## src/rtl/stop_it_pkg.sv

```systemverilog
// stop_it_pkg: shared types and constants for the Stop-It game controller.
//   state_e            - controller state encoding (IDLE, ARM, RUN, WON, LOST)
//   DEFAULT_WIDTH      - default count/target width (matches the time counter)
//   DEFAULT_COUNT_MAX  - last count value at the default width
//   DEFAULT_ARM_CYCLES - default length of the arming delay in game-clock cycles
//   count_max()        - largest count representable in a given width
package stop_it_pkg;

  typedef enum logic [2:0] {
    IDLE = 3'd0,
    ARM  = 3'd1,
    RUN  = 3'd2,
    WON  = 3'd3,
    LOST = 3'd4
  } state_e;

  localparam int DEFAULT_WIDTH      = 5;
  localparam int DEFAULT_COUNT_MAX  = (1 << DEFAULT_WIDTH) - 1;
  localparam int DEFAULT_ARM_CYCLES = 8;

  function automatic int count_max(input int width);
    return (1 << width) - 1;
  endfunction

endpackage

```

## src/rtl/stop_it_controller_rising_edge.sv

```systemverilog
// rising_edge: one-cycle pulse on the rising edge of a synchronized level.
//   clk   - clock
//   rst   - synchronous active-high reset
//   in    - input level (already debounced and synchronized)
//   pulse - high for the one cycle where in is high and was low last cycle
// The history register resets to 1 so a level held high through reset does
// not look like a fresh press once reset is released.
module rising_edge (
  input  logic clk,
  input  logic rst,
  input  logic in,
  output logic pulse
);

  logic prev_q;

  always_ff @(posedge clk) begin
    if (rst) begin
      prev_q <= 1'b1;
    end else begin
      prev_q <= in;
    end
  end

  assign pulse = in & ~prev_q;

endmodule

```

## src/rtl/stop_it_controller.sv

```systemverilog
// stop_it_controller: game-control FSM for the Stop-It game.
// Latches a random target on a start press, holds the time counter in reset
// for ARM_CYCLES cycles, then lets it count and judges the stop press
// against the target.
//   clk_4_i        - 4 Hz game clock (shared with the time counter)
//   rst_i          - synchronous active-high reset
//   start_i        - start button level
//   stop_i         - stop button level
//   random_i       - free-running random value, sampled as the new target
//   count_i        - current count from the time counter
//   counter_en_o   - enable to the time counter
//   counter_rst_no - active-low reset to the time counter
//   target_o       - latched target for display
//   win_o / lose_o - result indicators
// Optional build macro STOP_IT_BLINK_EN: result indicators blink (toggle every
// cycle, starting high) while in WON/LOST; otherwise they are steady.
module stop_it_controller
  import stop_it_pkg::*;
#(
  parameter int WIDTH      = DEFAULT_WIDTH,
  parameter int ARM_CYCLES = DEFAULT_ARM_CYCLES
) (
  input  logic             clk_4_i,
  input  logic             rst_i,
  input  logic             start_i,
  input  logic             stop_i,
  input  logic [WIDTH-1:0] random_i,
  input  logic [WIDTH-1:0] count_i,
  output logic             counter_en_o,
  output logic             counter_rst_no,
  output logic [WIDTH-1:0] target_o,
  output logic             win_o,
  output logic             lose_o
);

  localparam logic [WIDTH-1:0] COUNT_MAX = WIDTH'(count_max(WIDTH));
  localparam logic [7:0]       ARM_LAST  = 8'(ARM_CYCLES - 1);

  state_e           state_q;
  logic [WIDTH-1:0] target_q;
  logic [7:0]       arm_q;
  logic             start_edge;
  logic             stop_edge;
  logic             at_max;

  rising_edge u_start_edge (
    .clk   (clk_4_i),
    .rst   (rst_i),
    .in    (start_i),
    .pulse (start_edge)
  );

  rising_edge u_stop_edge (
    .clk   (clk_4_i),
    .rst   (rst_i),
    .in    (stop_i),
    .pulse (stop_edge)
  );

  assign at_max = (count_i == COUNT_MAX);

  always_ff @(posedge clk_4_i) begin
    if (rst_i) begin
      state_q  <= IDLE;
      target_q <= '0;
      arm_q    <= '0;
    end else begin
      case (state_q)
        IDLE: begin
          if (start_edge) begin
            target_q <= random_i;
            arm_q    <= '0;
            state_q  <= ARM;
          end
        end
        ARM: begin
          arm_q <= arm_q + 8'd1;
          // An early press loses even on the last arming cycle.
          if (stop_edge) begin
            state_q <= LOST;
          end else if (arm_q == ARM_LAST) begin
            state_q <= RUN;
          end
        end
        RUN: begin
          // The press is judged before the timeout so a press on the last
          // count is still honoured.
          if (stop_edge) begin
            state_q <= (count_i == target_q) ? WON : LOST;
          end else if (at_max) begin
            state_q <= LOST;
          end
        end
        WON, LOST: begin
          if (start_edge) begin
            target_q <= random_i;
            arm_q    <= '0;
            state_q  <= ARM;
          end
        end
        default: begin
          state_q <= IDLE;
        end
      endcase
    end
  end

  // Enable drops in the cycle the game is decided, so the counter freezes
  // on the judged value and never wraps past COUNT_MAX.
  assign counter_en_o   = (state_q == RUN) & ~stop_edge & ~at_max;
  assign counter_rst_no = ~((state_q == IDLE) | (state_q == ARM));
  assign target_o       = target_q;

`ifdef STOP_IT_BLINK_EN
  logic blink_q;

  // Held clear outside the result states, so the first WON/LOST cycle
  // always shows the indicator high.
  always_ff @(posedge clk_4_i) begin
    if (rst_i) begin
      blink_q <= 1'b0;
    end else if ((state_q == WON) || (state_q == LOST)) begin
      blink_q <= ~blink_q;
    end else begin
      blink_q <= 1'b0;
    end
  end

  assign win_o  = (state_q == WON)  & ~blink_q;
  assign lose_o = (state_q == LOST) & ~blink_q;
`else
  assign win_o  = (state_q == WON);
  assign lose_o = (state_q == LOST);
`endif

endmodule
```

## config.mk

```make
export PLATFORM = sky130hd
export DESIGN_NAME = stop_it_controller
export DESIGN_NICKNAME = d
export VERILOG_FILES = /design/src/rtl/stop_it_pkg.sv /design/src/rtl/stop_it_controller_rising_edge.sv /design/src/rtl/stop_it_controller.sv
export SDC_FILE = /design/constraint.sdc
export NUM_CORES = 1
export LEC_CHECK = 0
export ABC_AREA = 1
export CAP_MARGIN = 10
export CORE_MARGIN = 4
export CORE_UTILIZATION = 48
export CTS_CLUSTER_DIAMETER = 200
export DETAILED_ROUTE_END_ITERATION = 8
export MAX_ROUTING_LAYER = met4
export PLACE_DENSITY = 0.75
export SYNTH_ARGS = -nofsm -noshare
export SYNTH_HDL_FRONTEND = slang
export SYNTH_SLANG_ARGS = --single-unit
```

## constraint.sdc

```tcl
create_clock -name clk_4_i -period 1.45 [get_ports clk_4_i]
set_input_delay 0.29 -clock clk_4_i [delete_from_list [all_inputs] [get_ports clk_4_i]]
set_output_delay 0.29 -clock clk_4_i [all_outputs]
set_load 0.05 [all_outputs]
```

Word-level counts from Yosys, hierarchy flattened
Index checks and enable logic that the tools add are counted.
{ "totals": {"reg_bits": 18, "elab_cells": 41, "input_bits": 14, "output_inout_bits": 9} }
{ "op_classes": {"reduce_logical": 6, "n_eq_ne": 10, "muxes": 9, "n_addsub": 1, "bitwise_logic": 10} }
{ "op_table": {"columns": ["op", "count"], "rows": [
  ["$mux 3", 6],
  ["$pmux 8 s2", 1],
  ["$pmux 3 s3", 1],
  ["$add 8x1->8 const B", 1],
  ["$eq 8x3->1 const B", 1],
  ["$mux 8", 1],
  ["$eq 3x2->1 const B", 2],
  ["$ne 3x3->1 const B", 2],
  ["$eq 5x5->1", 1],
  ["$eq 5x5->1 const B", 1],
  ["$not 1->1", 5],
  ["$and 1x1->1", 4],
  ["$reduce_and 2->1", 2],
  ["$eq 3x1->1 const B", 1],
  ["$eq 3x3->1 const B", 1],
  ["$logic_not 3->1", 1],
  ["$reduce_and 3->1", 1],
  ["$reduce_or 3->1", 1],
  ["$ne 2x1->1 const B", 1],
  ["$reduce_bool 2->1", 1],
  ["$or 1x1->1", 1]
]} }

Logic depth before layout (Yosys ltp)
Gate-level depths: netlist (run 1).
{ "depth": {"word_depth": 5, "depth_mapped": 9, "mapped_depth_nobuf": 9} }

Hierarchy
Synthesis (run 1) repeated with hierarchy kept, for this count alone.
{ "unflattened": {"cells_unflattened": 169, "hier_area_um2": 1076.0} }
{ "by_module_without_submodules": {"columns": ["mod", "cells_per_inst", "instances", "seq_area_each_um2", "area_per_inst_um2"], "rows": [
  ["stop_it_controller", 159, 1, 320.3, 1001.0],
  ["rising_edge", 5, 2, 20.0, 37.5]
]} }

Worst setup path after synthesis (run 1)
OpenSTA, ideal clock, no wires.
{ "synth_timing": {"path_type": "register to output", "start": "register state_q[1]", "end": "output lose_o", "slack_ns": 0.041, "arrival_time_ns": 1.119, "required_time_ns": 1.160, "path_stages_with_launch": 4, "path_buffers": 0, "path_cell_list": "dfxtp_1 inv_1 nand2_1 nor2_1"} }
{ "synth_via": {"elab_chain_len": 1} }
{ "synth_rtl": {"columns": ["item", "line", "source"], "rows": [
  ["from (decl)", "stop_it_controller.sv:39", "state_e state_q;"],
  ["from (signal assigned)", "stop_it_controller.sv:89", "state_q <= (count_i == target_q) ? WON : LOST;"],
  ["$eq 3x3->1", "stop_it_controller.sv:133", "assign lose_o = (state_q == LOST);"],
  ["to (decl)", "stop_it_controller.sv:33", "output logic lose_o"]
]} }
No other way between the ends.

Worst setup path in the final report (run 1)
{ "layout_timing": {"start": "register state_q[2]", "end": "output counter_en_o"} }
{ "layout_via": {"elab_chain_len": 3} }
{ "layout_rtl": {"columns": ["item", "line", "source"], "rows": [
  ["$eq 3x2->1", "stop_it_controller.sv:110", "assign counter_en_o = (state_q == RUN) & ~stop_edge & ~at_max;"],
  ["$and 1x1->1 (2 in series)", "stop_it_controller.sv:110", null],
  ["to (decl)", "stop_it_controller.sv:29", "output logic counter_en_o,"]
]} }
No other way between the ends.

==> metrics.md, run 1 <==
| Metric | Value |
|---|---|
| Root buf cell | `clkbuf_4` |
| Maxcap violations | `0` |
| # IOs | `23` |
| Pwr dens | `1174 nW/um^2` |
| Largest net degree at the start of global routing | `11` |
| Cts bufs inserted | `3` |
| Vias in the first global route | `942` |
| Crit path kind | `reg2out` |
| Core area | `1821 um^2` |
| Initial core utilization | `52.85%` |
| Die span in y | `52.77 um` |
| Die width | `52.77 um` |
| Share of layout cells above drive strength 1 | `22.28%` |
| CP max-delay cell | `dfxtp_4` |
| Slew @ Worst Pin | `0.1871 ns` |
| Initial antenna violation count | `0` |
| XOR/XNOR share of the synthesized area | `0.9103%` |
| ANT nets after route | `0` |
| Seq cells post-synth | `18` |
| Cells along the critical path | `inv_4 > nand3_2 > nor2_1 > nand2_1 > inv_1 > buf_6` |
| Post-Syn Nets | `168` |
| Slack of the critical path | `-0.05026 ns` |
| Final hold violations | `0` |
| Reg clk slew, reported paths | `0.09 ns` |
| Ant diodes | `0` |
| First-pass DRT Iterations | `4` |
| H-tree levels | `1` |
| CP delay by family, top | `flip-flops` |
| DPL Wire Length | `1961 um` |
| GRT overflow | `0` |
| Leakage | `0.0006425 uW` |
| Worst Setup Start Kind | `register` |
| Synth unique cells | `20` |
| Die area | `2785 um^2` |
| Slew Viols, Final | `0` |
| GRT Overall Usage | `20.66%` |
| Worst-Skew Late Latency | `0.29 ns` |
| Data arrival, critical path | `1.21 ns` |
| Sum of buffers and inverters on the critical path | `3` |
| Max IR drop VDD | `0.7836 mV` |
| Setup TNS | `-0.05026 ns` |
| Final Util | `77.80%` |
| Failing checks | `negative setup slack` |
| I/O Buffers | `22` |
| Worst path required time | `1.16 ns` |
| Synthesized instance count | `153` |
| Core Rows | `15` |
| CTS tree | `built` |
| Post-synthesis sequential area ratio | `37.45%` |
| Highest clock rate | `0.6665 GHz` |
| Critical Path Fanout Max | `3` |
| Residual DRC count | `0` |
| Slew Limit Headroom | `87.49%` |
| Drt wl/cell | `11.36 um` |
| Worst min path class | `in2reg` |
| Routability Congestion | `0.8546` |
| Hold_buf cts | `0` |
| Mean post-synth cell area | `6.289 um^2` |
| Clock sink count | `18` |
| First-pass GRT wire length | `4057 um` |
| Netlist Area Pre-Place | `962.2 um^2` |
| Slowest stage delay, CP | `0.36 ns` |
| Routed vias | `1009` |
| RSZ-0062 raised after global routing | `true` |
| Clk_skew | `0.001322 ns` |
| Area Overhead vs Synth | `47.20%` |
| CP Capture Type | `primary output` |
| # setup viols final | `1` |
| Vias per cell | `4.828` |
| Largest family of logic cells by synthesized area | `simple AND/OR/NAND/NOR gates` |
| Status | `finished with violations` |
| Clock Path Buffers | `2` |
| Final Critical Period | `1.500 ns` |
| Period utilization | `103.5%` |
| Multiplexer share of the synthesized area | `0%` |
| Simple-gate share of the synthesized area | `34.33%` |
| Starting DRT DRC Count | `21` |
| Ys Warns | `0` |
| Adder-cell share of the synthesized area | `1.300%` |
| WL final | `2375 um` |
| Final nets | `201` |
| Synth Area in Compound Gates | `14.17%` |
[layout by cell type (no fill, tap or decap), types with 3 or more instances in the layout]
| cell | n |
|---|---|
| nand3_1 | 5 |
| nand2_1 | 41 |
| a21oi_1 | 12 |
| dlygate4sd2_1 | 6 |
| dfxtp_4 | 3 |
| buf_4 | 6 |
| o21ai_1 | 9 |
| inv_2 | 4 |
| nor2_1 | 17 |
| clkbuf_4 | 3 |
| clkdlybuf4s50_1 | 7 |
| inv_4 | 3 |
| dfxtp_1 | 15 |
| inv_1 | 22 |
| buf_12 | 8 |
[power breakdown]
part	switching (uW)	leakage, uW	total, uW	internal, uW
Clock	142	0.0000138	239	96.8
Sequential	69.9	0.000149	623	553
Combinational	471	0.000480	801	331
[synthesized netlist by cell type (all sizes together)]
master / instances / share of area (%)
nand2: 45 / 19
inv: 29 / 11
nor2: 20 / 7.8
dfxtp: 18 / 37
o21ai: 13 / 7.2
a21oi: 12 / 6.2
nand3: 8 / 5.2
nand4: 2 / 1.3
and3: 1 / 0.65
buf: 1 / 0.52
ha: 1 / 1.3
nor3: 1 / 0.52
o21bai: 1 / 0.78
xor2: 1 / 0.91
[registers in the layout, indices dropped and copies added (netlist names)]
signal,count
state_q,3
arm_q,8
target_o,5
u_stop_edge.prev_q,1
u_start_edge.prev_q,1
[layer usage]
metal | vias to the layer above | global-route usage, % | share of wire (%)
li1 | 538 | - | -
met1 | 443 | 23.26 | 43
met5 | - | - | 0
met4 | 0 | 6.383 | 1.3
met3 | 5 | 5.413 | 4.1
met2 | 23 | 35.54 | 51
[cell type report]
cell class	instances	area (um^2)
repair buffers	29	350.3
fillers	147	404.1
clock buffers	3	22.52
flip-flops and latches	18	371.6
well taps	25	31.28
inverters	29	116.4
multi-input cells	105	524.3
[what timing repair did]
item | CTS | global route
pin swaps | 4 | 2
setup endpoints to repair | 4 | 5
gates resized for setup | 29 | 2
buffers inserted | 2 | 0
endpoints found under the hold margin | 0 | 0
[stage by stage]
| step | cell area [um^2] | power [uW] | hold WS (ns) | worst slack, ns | cells |
|---|---|---|---|---|---|
| floorplan | 962.2 | 1051 | 0.3591 | 0.04129 | 153 |
| global placement | 1324 | 1318 | 0.4686 | -0.2069 | 204 |
| detailed placement | 1324 | 1355 | 0.4826 | -0.3340 | 204 |
| CTS | 1410 | 1675 | 0.3177 | -0.03506 | 209 |
| global route | 1416 | 1760 | 0.3321 | -0.09995 | 209 |
| finish | 1416 | 1663 | 0.3180 | -0.05026 | 209 |
[worst paths after layout]
check,slack (ns),to,cells after the start,from
worst min register to register,0.50,arm_q[1]$_SDFFE_PP0P_,2,arm_q[1]$_SDFFE_PP0P_
worst max-delay path,-0.05,counter_en_o,6,state_q[2]$_SDFFE_PP0P_
worst min-delay path,0.32,u_stop_edge.prev_q$_SDFF_PP1_,3,stop_i
worst max register to register,0.05,state_q[0]$_SDFFE_PP0P_,7,arm_q[0]$_SDFFE_PP0P_
[tightest hold or removal path, delay by kind of cell]
kind	cells	cell delay, ns
buf+inv	2	0.25
simple gates	1	0.04
[cell families (layout without fill, tap and decap cells)]
logic type,after synthesis,count (layout)
compound gates,26,26
xor+xnor,1,1
buf+inv,30,61
fa+ha+maj,1,1
simple gates,77,77
flops,18,18
(Power assumes the default switching activity.)
==> inputs of run 2 (changes only) <==
GPL_TIMING_DRIVEN = 0   (was unset)
==> run 2 against run 1 <==
Against the previous run: the flow still finishes with violations (negative setup slack); sequential share of layout area is 0.12 points lower; cell area is 0.79% higher; count of clock-buffer cells in the layout is 1 higher; largest cell class unchanged; highest routed layer unchanged.
==> metrics.md, run 2 (synthesis gave the netlist of run 1 again) <==
| Metric | Value |
|---|---|
| Status | `finished with violations (unchanged)` |
| Failing checks | `negative setup slack (unchanged)` |
| Layout fillers | `147 (unchanged)` |
| Routed vias | `1057 (was 1009)` |
| Slew @ Worst Pin | `0.2805 ns (was 0.1871 ns)` |
| Worst Reg-to-Reg Cells | `9 (was 7)` |
| Clk_skew | `0.006501 ns (was 0.001322 ns)` |
| Slack of the critical path | `-0.04492 ns (was -0.05026 ns)` |
| CP Capture Type | `primary output (unchanged)` |
| Commonest cells after routing, fill and taps aside | `nand2_1 (40), inv_1 (22), nor2_1 (15), dfxtp_1 (14), a21oi_1 (11) (was nand2_1 (41), inv_1 (22), nor2_1 (17), dfxtp_1 (15), a21oi_1 (12))` |
| Ant diodes | `0 (unchanged)` |
| Reg power frac | `34.9% (was 37.4%)` |
| GRT overflow | `0 (unchanged)` |
| CTS tree | `built (unchanged)` |
| Hold Startpoint | `stop_i (unchanged)` |
| Reg clk slew, reported paths | `0.11 ns (was 0.09 ns)` |
| Initial core utilization | `52.85% (unchanged)` |
| Final Critical Period | `1.495 ns (was 1.500 ns)` |
| Hold endpoint | `u_stop_edge.prev_q$_SDFF_PP1_ (unchanged)` |
| Residual DRC count | `0 (unchanged)` |
| Routability Congestion | `0.8512 (was 0.8546)` |
| Cell-internal power | `1027 uW (was 980.1 uW)` |
| Initial antenna violation count | `0 (unchanged)` |
| Largest register by flop count | `arm_q (unchanged)` |
| Critical path origin | `state_q[1]$_SDFFE_PP0P_ (was state_q[2]$_SDFFE_PP0P_)` |
| Clock Power Share | `17.7% (was 14.4%)` |
| RR Endpoint | `arm_q[7]$_SDFFE_PP0P_ (was state_q[0]$_SDFFE_PP0P_)` |
| Slew Viols, Final | `0 (unchanged)` |
| Leakage | `0.0006393 uW (was 0.0006425 uW)` |
| Clock sink count | `18 (unchanged)` |
| First-pass GRT wire length | `3746 um (was 4057 um)` |
| Die area | `2785 um^2 (unchanged)` |
| WL final | `2584 um (was 2375 um)` |
| Logic pwr share | `47.3% (was 48.2%)` |
| Sum of buffers and inverters on the critical path | `3 (unchanged)` |
| Placed Cells | `200 (was 204)` |
| Sw Pwr | `730.5 uW (was 682.7 uW)` |
| Number of flip-flops in the largest register | `8 (unchanged)` |
| Die span in y | `52.77 um (unchanged)` |
| RSZ-0062 raised after global routing | `true (unchanged)` |
| Data arrival, critical path | `1.20 ns (was 1.21 ns)` |
| Largest net degree at the start of global routing | `11 (unchanged)` |
| Max IR drop VDD | `0.9247 mV (was 0.7836 mV)` |
| Place WS | `-0.7331 ns (was -0.3340 ns)` |
| Core area | `1821 um^2 (unchanged)` |
| Root buf cell | `clkbuf_4 (unchanged)` |
| Origin of the critical flop-to-flop path | `state_q[2]$_SDFFE_PP0P_ (was arm_q[0]$_SDFFE_PP0P_)` |
| Worst-Skew Late Latency | `0.30 ns (was 0.29 ns)` |
| Area Overhead vs Synth | `48.37% (was 47.20%)` |
| Commonest non-fill, non-tap cell in the layout | `nand2_1 (unchanged)` |
| Die width | `52.77 um (unchanged)` |
| # setup viols final | `3 (was 1)` |
| Multi-input logic area | `568.0 um^2 (was 524.3 um^2)` |
| Sw Share | `41.56% (was 41.06%)` |
| Slowest stage delay, CP | `0.38 ns (was 0.36 ns)` |
| Starting DRT DRC Count | `22 (was 21)` |
| CP delay by family, top | `flip-flops (unchanged)` |
| GRT Overall Usage | `18.80% (was 20.66%)` |
| First-pass DRT Iterations | `4 (unchanged)` |
| Hold_buf cts | `0 (unchanged)` |
| Vias per cell | `4.962 (was 4.828)` |
| Highest clock rate | `0.6689 GHz (was 0.6665 GHz)` |
| Period utilization | `103.1% (was 103.5%)` |
| # IOs | `23 (unchanged)` |
| Maxcap violations | `0 (unchanged)` |
| Core Rows | `15 (unchanged)` |
| Layout Cells excl Fill | `213 (was 209)` |
| Slew Limit Headroom | `81.39% (was 87.49%)` |
| Worst Setup Start Kind | `register (unchanged)` |
| DP Area | `1214 um^2 (was 1324 um^2)` |
| Cts bufs inserted | `3 (unchanged)` |
| Final hold violations | `0 (unchanged)` |
| Clock Path Buffers | `2 (unchanged)` |
| Design area | `1428 um^2 (was 1416 um^2)` |
| Pwr dens | `1231 nW/um^2 (was 1174 nW/um^2)` |
| Register area | `372.9 um^2 (was 371.6 um^2)` |
| Worst min path class | `in2reg (unchanged)` |
| H-tree levels | `1 (unchanged)` |
| Hold Crit Depth | `3 (unchanged)` |
| DPL Wire Length | `1723 um (was 1961 um)` |
| Worst path required time | `1.16 ns (about the same)` |
| Final nets | `204 (was 201)` |
| Vias in the first global route | `911 (was 942)` |
| Cells along the critical path | `inv_2 > nand2_2 > o21ai_2 > inv_1 > buf_6 (was inv_4 > nand3_2 > nor2_1 > nand2_1 > inv_1 > buf_6)` |
| Crit path kind | `reg2out (unchanged)` |
| I/O Buffers | `22 (unchanged)` |
| R2R Setup Slk | `0.01 ns (was 0.05 ns)` |
| Drt wl/cell | `12.13 um (was 11.36 um)` |
| Share of layout cells above drive strength 1 | `27.66% (was 22.28%)` |
| Critical Path Fanout Max | `4 (was 3)` |
| CP max-delay cell | `dfxtp_4 (unchanged)` |
| ANT nets after route | `0 (unchanged)` |
run 2: through the flow:
| step | utilization (%) | hold WS [ns] | power (uW) | TNS, ns |
|---|---|---|---|---|
| floorplan | - | 0.3591 | 1051 | 0 |
| global placement | 66.67 | 0.4673 | 1217 | -2.833 |
| detailed placement | 66.67 | 0.4821 | 1241 | -3.270 |
| CTS | 71.62 | 0.3184 | 1580 | -0.09346 |
| global route | 78.42 | 0.3229 | 1860 | -0.5565 |
| finish | 78.42 | 0.3242 | 1758 | -0.08935 |
run 2: area by class of cell:
cell class                 instances  area share (%)
inverter                          29           7.975
tap                               25           2.191
clock buffer                       4           2.542
buffer                             1          0.3506
multi-input combinational        105           39.79
sequential                        18           26.12
timing repair buffer              31           21.03
run 2: how the worst max path moves through the flow:
stage                                end  slack, ns  depth (start not counted)
after floorplan                   lose_o       0.04                          3
after global placement      counter_en_o      -0.75                          7
after detailed placement    counter_en_o      -0.73                          7
after CTS                 counter_rst_no      -0.04                          5
after global routing      counter_rst_no      -0.12                          5
final                     counter_rst_no      -0.04                          5
run 2: repair_timing:
item,in CTS,in global routing
setup buffers,5,4
setup endpoints to repair,9,19
cloned,0,0
pin swaps,4,7
gates resized for setup,57,29
run 2: metal layers:
layer  global-route usage (%)  up-vias  routed length (um)
met5                        -        -                   0
met4                    5.532        0                   8
met3                    5.698        2                 137
met2                    29.55       34                1306
met1                    23.14      474                1131
li1                         -      547                   -
run 2: power groups by stage:
stage	Combinational, uW	Sequential, uW	Clock (uW)
after floorplan	412	639	0
after global placement	620	597	0
after detailed placement	640	601	0
after CTS	665	596	319
after global routing	899	623	337
final	832	614	312
run 2: worst register-to-register path, cell delays in order, from the launching register on:
cell	delay [ns]
dfxtp_4	0.37
buf_6	0.13
buf_6	0.11
o21ai_4	0.14
nand2_2	0.11
nand2_4	0.14
nand2_2	0.10
nor2_2	0.09
nand2_1	0.07
a21oi_2	0.12
==> inputs of run 3 (changes only) <==
SETUP_SLACK_MARGIN = 0.05   (was unset)
SKIP_CTS_REPAIR_TIMING = 1   (was unset)
==> run 3 against run 2 <==
Against the previous run: the run still ends with negative setup slack left; cell area fell by 3.6%; sequential share of layout area rose by 0.88 points; clock power barely moved; count of clock-buffer cells in the layout did not move; fmax fell by 4.8%; sequential power fell by 1%; highest routed layer unchanged; critical path type is now in2out.
==> metrics.md, run 3 (synthesis gave the netlist of run 1 again) <==
| Metric | Value |
|---|---|
| Vias in the first global route | `874 (was 911)` |
| Maxcap violations | `0 (unchanged)` |
| Number of flip-flops in the largest register | `8 (unchanged)` |
| Largest register by flop count | `arm_q (unchanged)` |
| Die span in y | `52.77 um (unchanged)` |
| Root buf cell | `clkbuf_4 (unchanged)` |
| CP delay by family, top | `buffers and inverters (was flip-flops)` |
| Layout fillers | `142 (was 147)` |
| DP Area | `1216 um^2 (was 1214 um^2)` |
| Slack of the critical path | `-0.1206 ns (was -0.04492 ns)` |
| Status | `finished with violations (unchanged)` |
| Highest clock rate | `0.6367 GHz (was 0.6689 GHz)` |
| Period utilization | `108.3% (was 103.1%)` |
| Max IR drop VDD | `0.8405 mV (was 0.9247 mV)` |
| Core area | `1821 um^2 (unchanged)` |
| ANT nets after route | `0 (unchanged)` |
| Design area | `1376 um^2 (was 1428 um^2)` |
| First-pass DRT Iterations | `4 (unchanged)` |
| Clock Path Buffers | `2 (unchanged)` |
| CP Capture Type | `primary output (unchanged)` |
| Cells along the critical path | `clkdlybuf4s50_1 > nand2_1 > inv_1 > nand4_1 > nand2_1 > inv_1 > buf_6 (was inv_2 > nand2_2 > o21ai_2 > inv_1 > buf_6)` |
| Final nets | `201 (was 204)` |
| Leakage | `0.0006597 uW (was 0.0006393 uW)` |
| Pwr dens | `1244 nW/um^2 (was 1231 nW/um^2)` |
| Worst Setup Start Kind | `input port (was register)` |
| Drt wl/cell | `11.41 um (was 12.13 um)` |
| Reg clk slew, reported paths | `0.10 ns (was 0.11 ns)` |
| # setup viols final | `1 (was 3)` |
| Slew Viols, Final | `0 (unchanged)` |
| CTS tree | `built (unchanged)` |
| I/O Buffers | `22 (unchanged)` |
| Levels on crit path | `7 (was 5)` |
| Slew @ Worst Pin | `0.5123 ns (was 0.2805 ns)` |
| WL final | `2396 um (was 2584 um)` |
| DPL Wire Length | `1687 um (was 1723 um)` |
| Worst Setup EP | `counter_en_o (was counter_rst_no)` |
| CP max-delay cell | `clkdlybuf4s50_1 (was dfxtp_4)` |
| Top Metal Used | `met4 (unchanged)` |
| Area Overhead vs Synth | `43.04% (was 48.37%)` |
| Cts bufs inserted | `3 (unchanged)` |
| Residual DRC count | `0 (unchanged)` |
| Die width | `52.77 um (unchanged)` |
| Critical path origin | `count_i[4] (was state_q[1]$_SDFFE_PP0P_)` |
| Sum of buffers and inverters on the critical path | `4 (was 3)` |
| Met3 wire length | `121 um (was 137 um)` |
| Commonest cells after routing, fill and taps aside | `nand2_1 (39), inv_1 (24), nor2_1 (15), dfxtp_1 (15), clkdlybuf4s50_1 (13) (was nand2_1 (40), inv_1 (22), nor2_1 (15), dfxtp_1 (14), a21oi_1 (11))` |
| RSZ-0062 raised after global routing | `true (unchanged)` |
| Final hold violations | `0 (unchanged)` |
| # IOs | `23 (unchanged)` |
| Hold Crit Depth | `2 (was 3)` |
| Hold WS | `0.4921 ns (was 0.3242 ns)` |
| Clk_skew | `0.002578 ns (was 0.006501 ns)` |
| Routed vias | `1010 (was 1057)` |
| Failing checks | `negative setup slack (unchanged)` |
| Worst path required time | `1.16 ns (about the same)` |
| RR Endpoint | `arm_q[6]$_SDFFE_PP0P_ (was arm_q[7]$_SDFFE_PP0P_)` |
| Ant diodes | `0 (unchanged)` |
| R2R Setup Slk | `0.06 ns (was 0.01 ns)` |
| GRT overflow | `0 (unchanged)` |
| Share of layout cells above drive strength 1 | `23.24% (was 27.66%)` |
| Data arrival, critical path | `1.28 ns (was 1.20 ns)` |
| Die area | `2785 um^2 (unchanged)` |
| Routability Congestion | `0.8552 (was 0.8512)` |
| Vias per cell | `4.810 (was 4.962)` |
| Worst min path class | `reg2reg (was in2reg)` |
| Worst Reg-to-Reg Cells | `9 (unchanged)` |
| Core Rows | `15 (unchanged)` |
| Origin of the critical flop-to-flop path | `state_q[1]$_SDFFE_PP0P_ (was state_q[2]$_SDFFE_PP0P_)` |
| Initial antenna violation count | `0 (unchanged)` |
| Crit path kind | `in2out (was reg2out)` |
| Largest net degree at the start of global routing | `11 (unchanged)` |
| First-pass GRT wire length | `3636 um (was 3746 um)` |
| Met2 WL | `1182 um (was 1306 um)` |
| Initial core utilization | `52.85% (unchanged)` |
| Slowest stage delay, CP | `0.50 ns (was 0.38 ns)` |
| Worst-Skew Late Latency | `0.30 ns (about the same)` |
| Critical Path Fanout Max | `3 (was 4)` |
| Final Critical Period | `1.571 ns (was 1.495 ns)` |
| GRT Overall Usage | `18.25% (was 18.80%)` |
| Commonest non-fill, non-tap cell in the layout | `nand2_1 (unchanged)` |
| Met1 Wirelength | `1060 um (was 1131 um)` |
| Slew Limit Headroom | `65.79% (was 81.39%)` |
| Final Util | `75.60% (was 78.42%)` |
| Starting DRT DRC Count | `24 (was 22)` |
| H-tree levels | `1 (unchanged)` |
| Clock sink count | `18 (unchanged)` |
==> run 3: changes by cell type in the layout (fill, tap and decap cells not counted), moves of 2 or more <==
cell,delta
nand3_1,+2
nand2_4,+3
clkdlybuf4s50_1,+6
nand2_2,-2
clkdlybuf4s15_2,-4
dlygate4sd2_1,-6
inv_1,+2
clkbuf_2,+3
==> run 3: worst min path at each step <==
stage                                   from                        to  slack, ns
floorplan                              rst_i     arm_q[1]$_SDFFE_PP0P_       0.36
global placement    target_o[4]$_SDFFE_PP0P_  target_o[4]$_SDFFE_PP0P_       0.47
detailed placement  target_o[0]$_SDFFE_PP0P_  target_o[0]$_SDFFE_PP0P_       0.48
CTS                 target_o[0]$_SDFFE_PP0P_  target_o[0]$_SDFFE_PP0P_       0.50
global route        target_o[1]$_SDFFE_PP0P_  target_o[1]$_SDFFE_PP0P_       0.53
finish              target_o[0]$_SDFFE_PP0P_  target_o[0]$_SDFFE_PP0P_       0.49
==> run 3: layer usage <==
metal / GRT usage (%) / up-vias
li1: - / 536
met1: 23.14 / 448
met2: 27.69 / 21
met3: 5.128 / 5
met4: 6.383 / 0
met5: - / -
==> run 3: worst register-to-register path: stages, from the launching register on <==
cell,delay [ns]
dfxtp_4,0.38
buf_6,0.10
nand2_4,0.06
o21ai_4,0.19
nand2_2,0.11
nand2_4,0.14
nand3_4,0.09
o21bai_1,0.14
inv_1,0.05
nor2_1,0.07
==> run 3: power breakdown <==
group          leakage (uW)  switching (uW)  total (uW)  internal, uW
sequential         0.000149            54.0         606           552
clock             0.0000210             156         309           153
combinational      0.000490             498         797           299
total              0.000660             707        1710          1010
==> run 3: cell type report <==
type	count	area [um^2]	share of cell area, %
plain buffers	1	5.005	0.3636
flip-flops and latches	18	371.6	27.00
repair buffers	28	256.5	18.64
well taps	25	31.28	2.273
inverters	29	111.4	8.091
clock buffers	4	36.28	2.636
multi-input cells	105	564.3	41.00
==> run 3: metrics by stage <==
stage	total power [uW]	TNS, ns	worst slack (ns)	cells
detailed placement	1242	-3.142	-0.7362	200
floorplan	1054	0	0.06454	153
finish	1713	-0.1206	-0.1206	210
CTS	1560	-4.260	-0.7692	204
global placement	1220	-2.841	-0.7529	200
global route	1824	-0.4779	-0.2362	210
